==> src/rtl/fetch_pkg.sv <==
// Shared types and widths for the instruction fetch unit.
package fetch_pkg;
    localparam int unsigned PC_W        = 64;
    localparam int unsigned INSTR_W     = 32;
    localparam int unsigned INSTR_BYTES = 4;

    typedef enum logic [1:0] {
        WAIT  = 2'd0,
        VALID = 2'd1,
        FAULT = 2'd2
    } fetch_state_t;
endpackage

==> src/rtl/fetch_delay_counter.sv <==
// Counts the edges an address has been presented to instruction memory;
// done marks the edge on which the returned word may be captured.
module fetch_delay_counter #(
    parameter int unsigned WAIT_CYCLES = 2
) (
    input  logic i_clk,
    input  logic i_resetl,
    input  logic i_clear,
    input  logic i_enable,
    output logic o_done
);
    localparam int unsigned CW = (WAIT_CYCLES > 1) ? $clog2(WAIT_CYCLES) : 1;

    logic [CW-1:0] r_cnt;

    always_ff @(posedge i_clk) begin
        if (!i_resetl || i_clear) begin
            r_cnt <= '0;
        end else if (i_enable) begin
            r_cnt <= r_cnt + CW'(1);
        end
    end

    assign o_done = (r_cnt == CW'(WAIT_CYCLES - 1));
endmodule

==> src/rtl/instruction_fetch_unit.sv <==
// Instruction fetch: owns the PC, waits out the memory read delay, hands words
// to decode over valid/ready. Optional perf counters under FETCH_PERF_CNT_EN.
module instruction_fetch_unit
    import fetch_pkg::*;
#(
    parameter int unsigned     WAIT_CYCLES = 2,
    parameter logic [PC_W-1:0] MEM_BYTES   = 64'h58
) (
    input  logic               CLK,
    input  logic               resetl,
    input  logic [PC_W-1:0]    startpc,
    output logic [PC_W-1:0]    imem_addr,
    input  logic [INSTR_W-1:0] imem_data,
    output logic [INSTR_W-1:0] instr,
    output logic [PC_W-1:0]    instr_pc,
    output logic               instr_valid,
    input  logic               instr_ready,
    input  logic               redirect,
    input  logic [PC_W-1:0]    redirect_pc,
`ifdef FETCH_PERF_CNT_EN
    output logic [31:0]        perf_fetched,
    output logic [31:0]        perf_stall,
`endif
    output logic               fault
);
    fetch_state_t        r_state, w_state_nxt;
    logic [PC_W-1:0]     r_pc, w_pc_nxt, r_instr_pc;
    logic [INSTR_W-1:0]  r_instr;
    logic                w_misalign, w_oor, w_xfer, w_done;
    logic                w_capture, w_cnt_clr, w_cnt_en;

    assign w_misalign = redirect && (redirect_pc[1:0] != 2'b00);
    assign w_oor      = (r_pc >= MEM_BYTES);

    fetch_delay_counter #(
        .WAIT_CYCLES(WAIT_CYCLES)
    ) u_delay (
        .i_clk   (CLK),
        .i_resetl(resetl),
        .i_clear (w_cnt_clr),
        .i_enable(w_cnt_en),
        .o_done  (w_done)
    );

    always_ff @(posedge CLK) begin
        if (!resetl) begin
            r_state <= WAIT;
        end else begin
            r_state <= w_state_nxt;
        end
    end

    // Misaligned redirect beats everything; a redirect beside a transfer wins over pc+4.
    always_comb begin
        w_state_nxt = r_state;
        w_pc_nxt    = r_pc;
        unique case (r_state)
            WAIT: begin
                if (w_oor || w_misalign) begin
                    w_state_nxt = FAULT;
                end else if (redirect) begin
                    w_pc_nxt = redirect_pc;
                end else if (w_done) begin
                    w_state_nxt = VALID;
                end
            end
            VALID: begin
                if (w_misalign) begin
                    w_state_nxt = FAULT;
                end else if (redirect) begin
                    w_state_nxt = WAIT;
                    w_pc_nxt    = redirect_pc;
                end else if (instr_ready) begin
                    w_state_nxt = WAIT;
                    w_pc_nxt    = r_pc + PC_W'(INSTR_BYTES);
                end
            end
            default: w_state_nxt = FAULT;
        endcase
    end

    always_comb begin
        instr_valid = (r_state == VALID);
        fault       = (r_state == FAULT);
        w_xfer      = instr_valid && instr_ready;
        w_capture   = (r_state == WAIT) && (w_state_nxt == VALID);
        w_cnt_en    = (r_state == WAIT);
        w_cnt_clr   = (w_state_nxt != WAIT) || (redirect && r_state != FAULT);
    end

    always_ff @(posedge CLK) begin
        if (!resetl) begin
            r_pc       <= startpc;
            r_instr    <= '0;
            r_instr_pc <= '0;
        end else begin
            r_pc <= w_pc_nxt;
            if (w_capture) begin
                r_instr    <= imem_data;
                r_instr_pc <= r_pc;
            end
        end
    end

    assign imem_addr = r_pc;
    assign instr     = r_instr;
    assign instr_pc  = r_instr_pc;

`ifdef FETCH_PERF_CNT_EN
    logic [31:0] r_perf_fetched, r_perf_stall;

    always_ff @(posedge CLK) begin
        if (!resetl) begin
            r_perf_fetched <= '0;
            r_perf_stall   <= '0;
        end else if (r_state != FAULT) begin
            if (w_xfer && (r_perf_fetched != '1)) begin
                r_perf_fetched <= r_perf_fetched + 32'd1;
            end
            if (instr_valid && !instr_ready && (r_perf_stall != '1)) begin
                r_perf_stall <= r_perf_stall + 32'd1;
            end
        end
    end

    assign perf_fetched = r_perf_fetched;
    assign perf_stall   = r_perf_stall;
`endif
endmodule

==> config.mk <==
export PLATFORM = sky130hd
export DESIGN_NAME = instruction_fetch_unit
export DESIGN_NICKNAME = d
export VERILOG_FILES = /design/src/rtl/fetch_pkg.sv /design/src/rtl/fetch_delay_counter.sv /design/src/rtl/instruction_fetch_unit.sv
export SDC_FILE = /design/constraint.sdc
export NUM_CORES = 1
export LEC_CHECK = 0
export CORE_UTILIZATION = 39
export DETAILED_ROUTE_END_ITERATION = 6
export PLACE_DENSITY_LB_ADDON = 0.2
export SYNTH_ARGS = -nofsm -noshare
export SYNTH_HDL_FRONTEND = slang
export SYNTH_SLANG_ARGS = --single-unit
==> constraint.sdc <==
create_clock -name CLK -period 7.8 [get_ports CLK]
set_input_delay 1.95 -clock CLK [delete_from_list [all_inputs] [get_ports CLK]]
set_output_delay 1.95 -clock CLK [all_outputs]
set_load 0.005 [all_outputs]
==> qor.csv <==
stage;metric;value;unit
setup_path;CP Launch Type;primary input;
detailed_routing;DRC violations left;0;
die;std cell rows;51;
clock_network;CTS tree;built;
sta;Final period util;0.653;
detailed_routing;average wire per standard cell;17.9;µm
final_layout;most frequent cells in the layout;clkdlybuf4s50_1, dfxtp_1, nand3_1, nand2_1, and3_1;
hold_path;Hold WC Path Type;reg2reg;
synth;Async S/R FF share, synth;0;
power_and_ir_drop;Sequential Power Share;0.462;
synth;Cell Area, Synth;0.00785;mm²
sta;worst slew pin tran;1150;ps
detailed_routing;Via density;5.24;
flow_run;maxcap violations;0;
synth;average cell area after synthesis;9.10;µm²
final_layout;antenna cells;0;
setup_path;Worst EP arrival;5180;ps
sta;RSZ-0062 raised after global routing;false;
clock_network;cts bufs inserted;17;
power_and_ir_drop;Max IR drop VDD;0.000140;V
die;boundary pin count;326;
global_route;first-pass GRT wire length;38.2;mm
power_and_ir_drop;combinational power share;0.124;
placement;RePlAce Congestion;0.807;
die;Initial Util;0.401;
setup_path;crit path max-delay cell type;o21ai_4;
synth;Seq/Total Area, Yosys;0.498;
detailed_routing;first-pass detailed-route iteration total;5;
sta;Hold Slack;457;ps
setup_path;crit path cell chain;clkdlybuf4s50_1, o21ai_0, nand4_1, a2111oi_4, a22oi_1, or2_2, o21ai_4, buf_4;
synth;synthesized flop and latch total;163;
global_route;total congestion overflow;0;
clock_network;setup bufs post-CTS;0;
final_layout;Area growth syn-to-layout;51.3;%
power_and_ir_drop;Sw Share;0.277;
final_layout;Nets;1311;
sta;final hold vios;0;
global_route;vias in the first global route;6789;
placement;Port Buf Inserts;325;
setup_path;CP peak stage delay;810;ps
global_route;pin count of the biggest net entering global routing;137;
power_and_ir_drop;PD cells;179;mW/mm²
sta;clock skew;14.4;ps
clock_network;insertion delay to the later sink of the worst-skew pair;440;ps
setup_path;WS Path Type;in2reg;
global_route;antenna violations before repair;0;
final_layout;share of layout cells above drive strength 1;0.0535;
synth;Syn Inst Count;862;
clock_network;clock sinks;163;
detailed_routing;DR iter-0 viols;590;
synth;Post-synth EDFFs;64;
synth;Synth area leader;dfxtp_1;
sta;Slew Limit Fails;0;
sta;Setup TNS Final;0;ps
die;die area;0.0207;mm²
power_and_ir_drop;Clock Power Share;0.414;
synth;top post-synthesis cells by area;dfxtp_1, edfxtp_1, nand3_1;
synth;Post-Syn Nets;1028;
synth;Top FF cell, synth;dfxtp_1;
outcome;status;finished, final reports clean;
die;Horiz. Die Dim;144;µm
power_and_ir_drop;Leak;4.52;nW
power_and_ir_drop;P_sw;0.591;mW
final_layout;most common cell after layout, fill and taps aside;clkdlybuf4s50_1;
placement;DP HPWL;17.8;mm
die;chip height;144;µm
setup_path;crit path capture type;flop;
global_route;Total GRT Usage;0.242;
sta;fin crit period;5100;ps
setup_path;CP max FO;33;
clock_network;CTS Buffer Depth;2;
synth;Warnings, synthesis;0;
clock_network;Worst-path clk slew;80;ps
sta;Peak Freq;196;MHz
detailed_routing;post-route ant nets;0;
setup_path;Worst Path Required;7880;ps
die;core area;0.0196;mm²
clock_network;Hold-fix buffers, CTS;0;
sta;Max-slew headroom;0.231;
detailed_routing;detailed-route via count;7452;
detailed_routing;routed wire length;25.4;mm
synth;Yosys cell types;38;
clock_network;CTS root buf;clkbuf_16;
clock_network;cts repair resizes;0;
sta;endpoints failing setup;0;
clock_network;H-Tree Depth;4;
power_and_ir_drop;Power Internal;1.54;mW
synth;Synth top area share;0.253;
==> flip-flops by register name, indices dropped and copies added (netlist names) <==
register	flops
r_state	2
instr	32
instr_pc	64
imem_addr	64
u_delay.o_done	1
==> routing by layer <==
metal,global-route usage,part of all wire,wire length [µm],vias to the layer above
met5,0,0,0,-
met4,0.0868,0.023,585,0
met3,0.0606,0.076,1920,42
met2,0.383,0.46,11800,275
met1,0.318,0.44,11100,3480
li1,-,-,-,3655
==> cell usage after synthesis (all sizes together) (3+ instances only) <==
cell type and n:
nor2b 5, a21oi 9, and3 67, nand2 75
o221ai 20, nor3 5, buf 18, nor2 42
clkbuf 52, edfxtp 64, a31oi 3, and4 8
o21ai 88, nor4 21, dfxtp 99, xor2 36
nand4 38, xnor2 24, mux2 9, nand3 89
inv 48, and2 10, o22ai 22
==> final timing paths <==
kind                  startpoint            end  slack (ps)  depth (start not counted)
setup / recovery  redirect_pc[0]  imem_addr[52]        2700                          8
hold / removal         instr[24]      instr[24]         460                          2
setup reg to reg   imem_addr[30]  imem_addr[52]        3790                          7
hold reg to reg        instr[24]      instr[24]         460                          2
==> worst max-delay path, delay by kind of cell <==
kind / cells / cell delay [ps]
AOI/OAI and AO/OA: 4 / 1640
buffers and inverters: 2 / 1020
and+or+nand+nor: 2 / 530
==> cell type report <==
cell class | count | area [µm²]
Sequential cell | 163 | 3900
Tap cell | 265 | 332
Clock buffer | 17 | 425
Fill cell | 1749 | 7720
Inverter | 48 | 180
Clock inverter | 15 | 211
Timing Repair Buffer | 334 | 3320
Multi-Input combinational cell | 581 | 3490
==> per-stage QoR <==
stage                     setup slack, ps  instance area, µm²  std cells  total power [mW]  utilization
after floorplan                      1410                7850        862              1.08            -
after global placement               2310               11200       1391              1.26        0.573
after detailed placement             2200               11200       1391              1.27        0.573
after CTS                            2670               11900       1423              2.15        0.606
after global routing                 2450               11900       1423              2.21        0.606
final                                2700               11900       1423              2.13        0.606
==> power groups by stage <==
stage          registers, mW  logic, mW  clock network (mW)
2_1_floorplan          0.984     0.0995                   0
3_3_place_gp            1.00      0.262                   0
3_5_place_dp            1.00      0.265                   0
4_1_cts                0.981      0.267               0.899
5_1_grt                0.989      0.288               0.935
6_report               0.983      0.265               0.881
==> kinds of logic (layout without fill, tap and decap cells) <==
| kind of cell | count (synthesis) | after routing | synth area share |
|---|---|---|---|
| buf+inv | 118 | 414 | 0.0604 |
| flops | 163 | 163 | 0.498 |
| xor+xnor | 60 | 60 | 0.0670 |
| mux | 9 | 9 | 0.0129 |
| simple gates | 364 | 364 | 0.248 |
| fa+ha+maj | 2 | 2 | 0.00319 |
| compound gates | 146 | 146 | 0.111 |
No activity file was read; power rests on OpenSTA's default activity.
